===== config.mk =====
export PLATFORM = sky130hd
export DESIGN_NAME = sdram_cmd_arbiter_flat
export DESIGN_NICKNAME = d
export VERILOG_FILES = /design/src/rtl/sdram_cmd_arbiter_pkg.sv /design/src/rtl/sdram_cmd_arbiter_if.sv /design/src/rtl/sdram_cmd_arbiter_rr_pick.sv /design/src/rtl/sdram_cmd_arbiter.sv /design/src/flat_wrapper.sv
export SDC_FILE = /design/constraint.sdc
export NUM_CORES = 1
export LEC_CHECK = 0
export ABC_AREA = 1
export CAP_MARGIN = 10
export CORE_UTILIZATION = 34
export DETAILED_ROUTE_END_ITERATION = 7
export PLACE_DENSITY = 0.71
export SLEW_MARGIN = 25
export SYNTH_ARGS = -nofsm -noshare
export SYNTH_HDL_FRONTEND = slang
export SYNTH_HIERARCHICAL = 1
export SYNTH_SLANG_ARGS = --single-unit

===== constraint.sdc =====
create_clock -name clk -period 1.4 [get_ports clk]
set_input_delay 0.42 -clock clk [delete_from_list [all_inputs] [get_ports clk]]
set_output_delay 0.42 -clock clk [all_outputs]
set_load 0.05 [all_outputs]

===== src/rtl/sdram_cmd_arbiter_pkg.sv =====
// rtl/sdram_cmd_arbiter_pkg.sv - shared command codes and FSM encoding for the SDRAM command arbiter
package sdram_cmd_arbiter_pkg;

  localparam logic [1:0] CMD_NOP = 2'b00;
  localparam logic [1:0] CMD_WR  = 2'b01;
  localparam logic [1:0] CMD_RDS = 2'b10;
  localparam logic [1:0] CMD_RDL = 2'b11;

  typedef enum logic [1:0] {
    ST_IDLE  = 2'd0,
    ST_ISSUE = 2'd1,
    ST_BUSY  = 2'd2
  } arb_state_e;

endpackage


===== src/rtl/sdram_cmd_arbiter_if.sv =====
// rtl/sdram_cmd_arbiter_if.sv - command/beat bus between the arbiter and the SDRAM controller
interface sdram_cmd_arbiter_if #(
  parameter int ADRW = 23
);
  logic [1:0]      sys_cmd;
  logic [ADRW-1:0] sys_addr;
  logic [1:0]      sys_cmd_ack;
  logic            sys_rd_valid;
  logic            sys_wr_valid;

  modport master (
    output sys_cmd, sys_addr,
    input  sys_cmd_ack, sys_rd_valid, sys_wr_valid
  );

  modport slave (
    input  sys_cmd, sys_addr,
    output sys_cmd_ack, sys_rd_valid, sys_wr_valid
  );
endinterface


===== src/rtl/sdram_cmd_arbiter_rr_pick.sv =====
// rtl/sdram_cmd_arbiter_rr_pick.sv - circular priority picker starting at a given channel index
module sdram_cmd_arbiter_rr_pick #(
  parameter  int NCH = 3,
  localparam int IW  = $clog2(NCH)
) (
  input  logic [NCH-1:0] req,
  input  logic [IW-1:0]  start,
  output logic [NCH-1:0] onehot,
  output logic [IW-1:0]  idx
);

  logic          found;
  logic [IW:0]   pos;

  // pos wraps with a subtract rather than a modulo; start is always < NCH
  always_comb begin
    onehot = '0;
    idx    = '0;
    found  = 1'b0;
    pos    = '0;
    for (int i = 0; i < NCH; i++) begin
      pos = {1'b0, start} + (IW+1)'(i);
      if (pos >= (IW+1)'(NCH)) pos = pos - (IW+1)'(NCH);
      if (!found && req[pos[IW-1:0]]) begin
        found               = 1'b1;
        onehot[pos[IW-1:0]] = 1'b1;
        idx                 = pos[IW-1:0];
      end
    end
  end

endmodule


===== src/rtl/sdram_cmd_arbiter.sv =====
// rtl/sdram_cmd_arbiter.sv - N-channel SDRAM command arbiter with burst tracking and beat routing
module sdram_cmd_arbiter
  import sdram_cmd_arbiter_pkg::*;
#(
  parameter int NCH  = 3,
  parameter int ADRW = 23,
  parameter int RR   = 0,
  parameter int LENW = 8,
  parameter logic [LENW*NCH-1:0] BURST = {8'd128, 8'd128, 8'd16}
) (
  input  logic                 clk,
  input  logic                 rst,
  input  logic [NCH-1:0]       req,
  input  logic [2*NCH-1:0]     ch_cmd,
  input  logic [ADRW*NCH-1:0]  ch_addr,
  sdram_cmd_arbiter_if.master  bus,
  output logic [NCH-1:0]       grant,
  output logic [NCH-1:0]       rd_valid,
  output logic [NCH-1:0]       wr_valid,
  output logic [NCH-1:0]       done,
  output logic                 err
);

  localparam int IW = $clog2(NCH);

  arb_state_e      state, state_nxt;
  logic [IW-1:0]   owner, rr_ptr, start;
  logic [LENW-1:0] beat_cnt;

  logic [1:0]      cmd_arr   [NCH];
  logic [ADRW-1:0] addr_arr  [NCH];
  logic [LENW-1:0] burst_arr [NCH];
  logic [NCH-1:0]  cmd_ok;

  logic [NCH-1:0]  raw_oh, eff_oh;
  logic [IW-1:0]   raw_idx, eff_idx;
  logic            eff_valid, bad_cmd, beat, ack_seen, last_beat;

  for (genvar i = 0; i < NCH; i++) begin : g_unpack
    assign cmd_arr[i]   = ch_cmd[2*i +: 2];
    assign addr_arr[i]  = ch_addr[ADRW*i +: ADRW];
    assign burst_arr[i] = BURST[LENW*i +: LENW];
    assign cmd_ok[i]    = (cmd_arr[i] != CMD_NOP);
  end

  assign start = (RR == 0) ? '0 : (rr_ptr == IW'(NCH-1)) ? '0 : rr_ptr + 1'b1;

  // The raw pick only detects an illegal command on the would-be winner;
  // the grant comes from the pick over channels with a legal command.
  sdram_cmd_arbiter_rr_pick #(.NCH(NCH)) u_raw_pick (
    .req    (req),
    .start  (start),
    .onehot (raw_oh),
    .idx    (raw_idx)
  );

  sdram_cmd_arbiter_rr_pick #(.NCH(NCH)) u_eff_pick (
    .req    (req & cmd_ok),
    .start  (start),
    .onehot (eff_oh),
    .idx    (eff_idx)
  );

  assign eff_valid = |eff_oh;
  assign bad_cmd   = (|raw_oh) && (cmd_arr[raw_idx] == CMD_NOP);
  assign beat      = bus.sys_rd_valid | bus.sys_wr_valid;
  assign ack_seen  = (bus.sys_cmd_ack != CMD_NOP);

  assign rd_valid = (state == ST_BUSY) ? (grant & {NCH{bus.sys_rd_valid}}) : '0;
  assign wr_valid = (state == ST_BUSY) ? (grant & {NCH{bus.sys_wr_valid}}) : '0;

  always_ff @(posedge clk or posedge rst) begin
    if (rst) state <= ST_IDLE;
    else     state <= state_nxt;
  end

  always_comb begin
    state_nxt = state;
    last_beat = 1'b0;
    case (state)
      ST_IDLE:  if (eff_valid) state_nxt = ST_ISSUE;
      ST_ISSUE: if (ack_seen)  state_nxt = ST_BUSY;
      ST_BUSY: begin
        if (beat && beat_cnt == LENW'(1)) begin
          last_beat = 1'b1;
          state_nxt = ST_IDLE;
        end
      end
      default:  state_nxt = ST_IDLE;
    endcase
  end

  always_ff @(posedge clk or posedge rst) begin
    if (rst) begin
      bus.sys_cmd  <= CMD_NOP;
      bus.sys_addr <= '0;
      grant        <= '0;
      owner        <= '0;
      done         <= '0;
      err          <= 1'b0;
      beat_cnt     <= '0;
      rr_ptr       <= IW'(NCH-1);
    end else begin
      done <= '0;
      if ((state == ST_IDLE && bad_cmd) ||
          (state == ST_ISSUE && ack_seen && bus.sys_cmd_ack != bus.sys_cmd) ||
          (state != ST_BUSY && beat))
        err <= 1'b1;
      case (state)
        ST_IDLE: begin
          if (eff_valid) begin
            bus.sys_cmd  <= cmd_arr[eff_idx];
            bus.sys_addr <= addr_arr[eff_idx];
            grant        <= eff_oh;
            owner        <= eff_idx;
            rr_ptr       <= eff_idx;
          end
        end
        ST_ISSUE: begin
          if (ack_seen) begin
            bus.sys_cmd <= CMD_NOP;
            beat_cnt    <= burst_arr[owner];
          end
        end
        ST_BUSY: begin
          if (beat) beat_cnt <= beat_cnt - 1'b1;
          if (last_beat) begin
            done  <= grant;
            grant <= '0;
          end
        end
        default: ;
      endcase
    end
  end

endmodule

===== src/flat_wrapper.sv =====
// flat-port wrapper written by rule: the top's interface ports become plain ports
module sdram_cmd_arbiter_flat import sdram_cmd_arbiter_pkg::*;
#(
  parameter int NCH  = 3,
  parameter int ADRW = 23,
  parameter int RR   = 0,
  parameter int LENW = 8,
  parameter logic [LENW*NCH-1:0] BURST = {8'd128, 8'd128, 8'd16}
)
  (clk, rst, req, ch_cmd, ch_addr, grant, rd_valid, wr_valid, done, err, bus_sys_cmd, bus_sys_addr, bus_sys_cmd_ack, bus_sys_rd_valid, bus_sys_wr_valid);
  sdram_cmd_arbiter_if #(.ADRW(ADRW)) bus_i ();
  input  logic clk;
  input  logic rst;
  input  logic [NCH-1:0] req;
  input  logic [2*NCH-1:0] ch_cmd;
  input  logic [ADRW*NCH-1:0] ch_addr;
  output logic [NCH-1:0] grant;
  output logic [NCH-1:0] rd_valid;
  output logic [NCH-1:0] wr_valid;
  output logic [NCH-1:0] done;
  output logic err;
  output wire logic [$bits(bus_i.sys_cmd)-1:0] bus_sys_cmd;
  output wire logic [$bits(bus_i.sys_addr)-1:0] bus_sys_addr;
  input wire logic [$bits(bus_i.sys_cmd_ack)-1:0] bus_sys_cmd_ack;
  input wire logic [$bits(bus_i.sys_rd_valid)-1:0] bus_sys_rd_valid;
  input wire logic [$bits(bus_i.sys_wr_valid)-1:0] bus_sys_wr_valid;
  assign bus_sys_cmd = bus_i.sys_cmd;
  assign bus_sys_addr = bus_i.sys_addr;
  assign bus_i.sys_cmd_ack = bus_sys_cmd_ack;
  assign bus_i.sys_rd_valid = bus_sys_rd_valid;
  assign bus_i.sys_wr_valid = bus_sys_wr_valid;
  sdram_cmd_arbiter #(.NCH(NCH), .ADRW(ADRW), .RR(RR), .LENW(LENW), .BURST(BURST)) u_core (.clk(clk), .rst(rst), .req(req), .ch_cmd(ch_cmd), .ch_addr(ch_addr), .bus(bus_i), .grant(grant), .rd_valid(rd_valid), .wr_valid(wr_valid), .done(done), .err(err));
endmodule

# [Word-level counts from Yosys, hierarchy flattened]
# Cells that the tools add are included.
[word_totals] output_inout_bits=38 reg_bits=44 inputBits=84 wordCells=106
[classes] add_sub_neg=1 n_reduce_logical=32 bitwise=7 mux=45 n_lt_le_gt_ge=3 eq_ne=10
[op_table] op="binary-select mux 23 bit (select 2 bit)" n=1
[op_table] op="2-to-1 mux 23 bit" n=2
[op_table] op="2-to-1 mux 8 bit" n=4
[op_table] op="2-to-1 mux 2 bit" n=13
[op_table] op="2-to-1 mux 3 bit" n=8
[op_table] op="binary-select mux 8 bit (select 2 bit)" n=1
[op_table] op="one-hot mux 8 bit (2 select lines)" n=1
[op_table] op="nonzero test 2 bit" n=7
[op_table] op="AND reduction 3 bit" n=4
[op_table] op="logical AND 1 bit" n=10
[op_table] op="2-to-1 mux 1 bit" n=10
[op_table] op="AND 3 bit" n=3
[op_table] op="greater-or-equal comparator 3 bit, second input constant" n=3
[op_table] op="NOT 2 -> 3 bit" n=3
[op_table] op="binary-select mux 2 bit (select 2 bit)" n=2
[op_table] op="equality test 8 x 1 -> 1 bit, second input constant" n=1
[op_table] op="inequality test 2 x 1 -> 1 bit, second input constant" n=4
[op_table] op="subtractor 8 x 1 -> 8 bit, second input constant" n=1
[op_table] op="one-hot mux 2 bit (3 select lines)" n=1
[op_table] op="one-hot mux 3 bit (2 select lines)" n=1
[op_table] op="OR reduction 3 bit" n=2
[op_table] op="logical NOT 1 bit" n=4
[op_table] op="logical NOT 2 bit" n=2
[op_table] op="inequality test 2 bit, second input constant" n=2
[op_table] op="7 further kinds" n=8

# [Depth between registers and ports, before layout]
[depth] depth_word=16 mapped_depth=18 ltp_nobuf=17

# [Modules after synthesis]
# Netlist, hierarchy kept.
[modules_own_cells] module="sdram_cmd_arbiter" area_each_um2=2567.5 cells_each=356 seq_area_each_um2=1101.1 instances=1
[modules_own_cells] module="sdram_cmd_arbiter_rr_pick" area_each_um2=326.6 cells_each=63 seq_area_each_um2=0.0 instances=2

# [Least setup slack after synthesis]
# No wires, ideal clock.
[synth_path] kind="reg-to-output" startpoint="register u_core.grant[2]" endpoint="output rd_valid[2]" arrival_ns=1.871 setup_slack_ns=-0.891 path_buffers=0 stages_incl_launch_ff=3 required_time_ns=0.980 path_cell_list="dfrtp_1 inv_1 nor3_1"
[synth_between] elab_chain_len=2
[synth_lines] item="start, declared" line="sdram_cmd_arbiter.sv:17" text="output logic [NCH-1:0] grant,"
[synth_lines] item="start signal, assigned" line="sdram_cmd_arbiter.sv:114" text="grant <= eff_oh;"
[synth_lines] item="AND 3 bit" line="sdram_cmd_arbiter.sv:69" text="assign rd_valid = (state == ST_BUSY) ? (grant & {NCH{bus.sys_rd_valid}}) : '0;"
[synth_lines] item="2-to-1 mux 3 bit" line="sdram_cmd_arbiter.sv:69"
[synth_lines] item="end, declared" line="flat_wrapper.sv:18" text="output logic [NCH-1:0] rd_valid;"
# No other way between the ends.

# [Worst setup path after layout]
[layout_path] startpoint="input ch_cmd[0]" endpoint="register u_core.bus.sys_addr[2]"
[layout_between] elab_chain_len=13 word_cells_on_any_way=19 classes_between="mux (10); bitwise (2); reduce/logical (7)"
[layout_lines] item="start, declared" line="flat_wrapper.sv:15" text="input logic [2*NCH-1:0] ch_cmd;"
[layout_lines] item="nonzero test 2 bit (*)" line="sdram_cmd_arbiter.sv:43" text="assign cmd_ok[i] = (cmd_arr[i] != CMD_NOP);"
[layout_lines] item="AND 3 bit (*)" line="sdram_cmd_arbiter.sv:58" text=".req (req & cmd_ok),"
[layout_lines] item="2-to-1 mux 1 bit (*)" line="sdram_cmd_arbiter_rr_pick.sv:24" text="if (!found && req[pos[IW-1:0]]) begin"
[layout_lines] item="logical NOT 1 bit" line="sdram_cmd_arbiter_rr_pick.sv:24"
[layout_lines] item="logical AND 1 bit" line="sdram_cmd_arbiter_rr_pick.sv:24"
[layout_lines] item="2-to-1 mux 1 bit" line="sdram_cmd_arbiter_rr_pick.sv:24"
[layout_lines] item="logical NOT 1 bit" line="sdram_cmd_arbiter_rr_pick.sv:24"
[layout_lines] item="logical AND 1 bit" line="sdram_cmd_arbiter_rr_pick.sv:24"
[layout_lines] item="2-to-1 mux 2 bit (*)" line="sdram_cmd_arbiter_rr_pick.sv:24"
[layout_lines] item="named net u_core.eff_idx[0]" line="sdram_cmd_arbiter.sv:36" text="logic [IW-1:0] raw_idx, eff_idx;"
[layout_lines] item="NOT 2 -> 3 bit (not written as such) (*)" line="sdram_cmd_arbiter.sv:113" text="bus.sys_addr <= addr_arr[eff_idx];"
[layout_lines] item="binary-select mux 23 bit (select 2 bit) (*)" line="sdram_cmd_arbiter.sv:113"
[layout_lines] item="2-to-1 mux 23 bit (not written as such) (*) (2 in a row)" line="sdram_cmd_arbiter.sv:113"
[layout_lines] item="end signal, assigned" line="sdram_cmd_arbiter.sv:113"
[layout_lines] item="end, declared" line="sdram_cmd_arbiter_if.sv:12" text="output sys_cmd, sys_addr,"
# The timed path passes the listed nets; every way through them passes the cells marked *. The select of a mux whose other input is x is not followed.
# A chain may end at the register's enable or synchronous reset.

==> metrics.txt <==
Clock Skews=0.0105 ns; number of global-route vias before repair=3892; CTS tree=built; Die Y=99.3 µm; worst-case clock buffer depth=2; core region area=0.00920 mm²; Final #Nets=782; sequential area share after synthesis=0.342; Synth cell types=31; Tmin final=1.85 ns; count of input and output buffers=121; vias per cell=5.14; Max Fclk=541 MHz; initial antenna violation count=0; top cells by area, synth=dfrtp_1 34%, nand2_1 17%, nor2_1 5.7%, inv_1 5.6%, a21oi_1 5.4%; setup ws final=-0.449 ns; Pleak=2.95 nW; period utilization=1.32; pre-CTS setup slack=-1.06 ns; worst vdd ir=0.000733 V; die width=99.3 µm; Seq cells post-synth=44; run status=finished, violations left; Setup TNS=-14.14 ns; number of diodes=0; share of cells above drive strength 1=0.367; Root Buffer Master=clkbuf_8; Final Wtd Congestion=0.900; setup violators final=43; post-route ant nets=0; Ports=122; startpoint types=input pin; Worst Hold Class=input pin to asynchronous set/reset pin; Critical Path RT=1.62 ns; wirelength, routed=12800 µm; DR DRC count=0; Synth Warn #=6; Initial Util=0.350; most common cell after layout, fill and taps aside=nand2_1; largest net degree at the start of global routing=35; fin. max-slew vios=0; power per cell area=1780 mW/mm²; Fin. Hold Viols=0; Core Rows=35; CP endpoint kind=flip-flop; Max FO, Critical Path=7; critical path class=input pin to flip-flop; most frequent cells in the layout=132 x nand2_1, 72 x clkdlybuf4s50_1, 53 x buf_4; failing checks=setup timing; post-DR wirelength/cell=16.1 µm; GRT Total Usage=0.225; Initial DRT Pass Iterations=4; number of max-cap violations=0; Syn Area/Cell=6.68 µm²; first-pass GRT wire length=18100 µm; clock slew at reported path FFs=0.09 ns; cell area after synthesis=0.00322 mm²; post-synth top area cell=dfrtp_1; fillers=686; vias=4105; CP arrival=2.07 ns; clock latency on the worst-skew pair=0.30 ns; htree depth=2; Syn-to-layout area delta=95.8%; share of the synthesized area in the top cell type=0.342; Remaining Overflow, GRT=0; # clock sinks=44; Gate Count Post-Synth=482; CTS Buf Count=5; drt initial violations=217; hpwl dp=8110 µm; die area=0.00987 mm²; RSZ-0062 raised after global routing=true
kinds of logic (layout without fill, tap and decap cells):
kind of cell / Yosys count / after routing / synth area share
and+or+nand+nor: 262 / 263 / 0.359
AOI/OAI and AO/OA: 84 / 84 / 0.141
buffers and inverters: 78 / 271 / 0.108
DFF: 44 / 44 / 0.342
adders and majority gates: 11 / 11 / 0.0427
xor gates and xnor gates: 2 / 2 / 0.00544
other: 1 / 12 / 0.00116
per-layer routing:
metal | track usage | vias up | share of wire
met1 | 0.267 | 1980 | 0.37
met2 | 0.436 | 145 | 0.55
met3 | 0.0288 | 34 | 0.046
li1 | - | 1946 | -
met4 | 0.0396 | 0 | 0.027
met5 | 0 | - | 0
metrics by stage:
stage | power [W] | util | hold slack, ns | cell area [µm²] | cells
after detailed placement | 0.00888 | 0.595 | 0.479 | 5470 | 761
after global routing | 0.0118 | 0.686 | 0.430 | 6310 | 798
final | 0.0112 | 0.686 | 0.415 | 6310 | 798
after CTS | 0.0102 | 0.641 | 0.424 | 5900 | 786
after global placement | 0.00870 | 0.595 | 0.485 | 5470 | 761
after floorplan | 0.00589 | - | 0.424 | 3410 | 493
what timing repair did:
action	4_1_cts	5_1_grt
setup endpoints to repair	44	46
gates cloned	3	8
gates resized for setup	54	92
buffers inserted	15	7
pin swaps	32	44
hold buffers	0	0
Yosys cell counts, drive strengths merged:
master	number
nand3	34
o21ai	37
o41ai	1
nor2	51
ha	11
o211ai	1
buf	16
nand4	10
xnor2	2
clkbuf	2
clkinv	1
a22oi	1
o21bai	1
a21oi	35
dfrtp	44
nand2	160
nor3	7
o21a	1
inv	59
a31oi	7
conb	1
final timing paths:
check	depth (start not counted)	start	to	slack (ns)
hold reg to reg	2	u_core/owner[0]$_DFFE_PP0P_	u_core/owner[0]$_DFFE_PP0P_	0.51
min in group clk	2	u_core/owner[0]$_DFFE_PP0P_	u_core/owner[0]$_DFFE_PP0P_	0.51
setup reg to reg	6	u_core/state[1]$_DFFE_PP0P_	u_core/bus.sys_addr[2]$_DFFE_PP0P_	-0.14
setup / recovery	17	ch_cmd[0]	u_core/bus.sys_addr[2]$_DFFE_PP0P_	-0.45
hold / removal	2	rst	u_core/done[1]$_DFF_PP0_	0.42
max in group asynchronous	3	rst	u_core/grant[1]$_DFFE_PP0P_	0.61
layout make-up:
cell class,count,area (µm²),area share
multi-input combinational,372,2220,0.351
sequential,44,1110,0.175
timing repair buffer,203,2470,0.392
tap,111,139,0.0220
clock buffer,7,96.3,0.0153
timing repair inverter,1,8.76,0.00139
inverter,60,270,0.0428
state kept, by name, indices dropped and copies added, names as in the netlist:
signal and flops:
u_core/done 3, u_core/bus.sys_addr 23, u_core/owner 2, u_core/state 2
u_core/grant 3, u_core/beat_cnt 8, u_core/err 1, u_core/bus.sys_cmd 2
report_power, final:
group	switching (W)	internal (W)
clock	0.000440	0.000441
sequential	0.000597	0.00181
combinational	0.00433	0.00362
total	0.00537	0.00587
worst max-delay path: stages:
cell and delay, ns:
buf_8 0.10, nor2_4 0.13, nor2_4 0.06, nand2_2 0.06, nand3_2 0.09, nand2_4 0.11, nand3_2 0.09, nand2_1 0.08
inv_1 0.05, nand2_2 0.08, buf_12 0.13, buf_12 0.12, clkbuf_16 0.14, nand2_1 0.06, a21oi_2 0.14, a21oi_2 0.04
o21ai_1 0.15
Note: power is estimated with default switching activity, not from simulation.
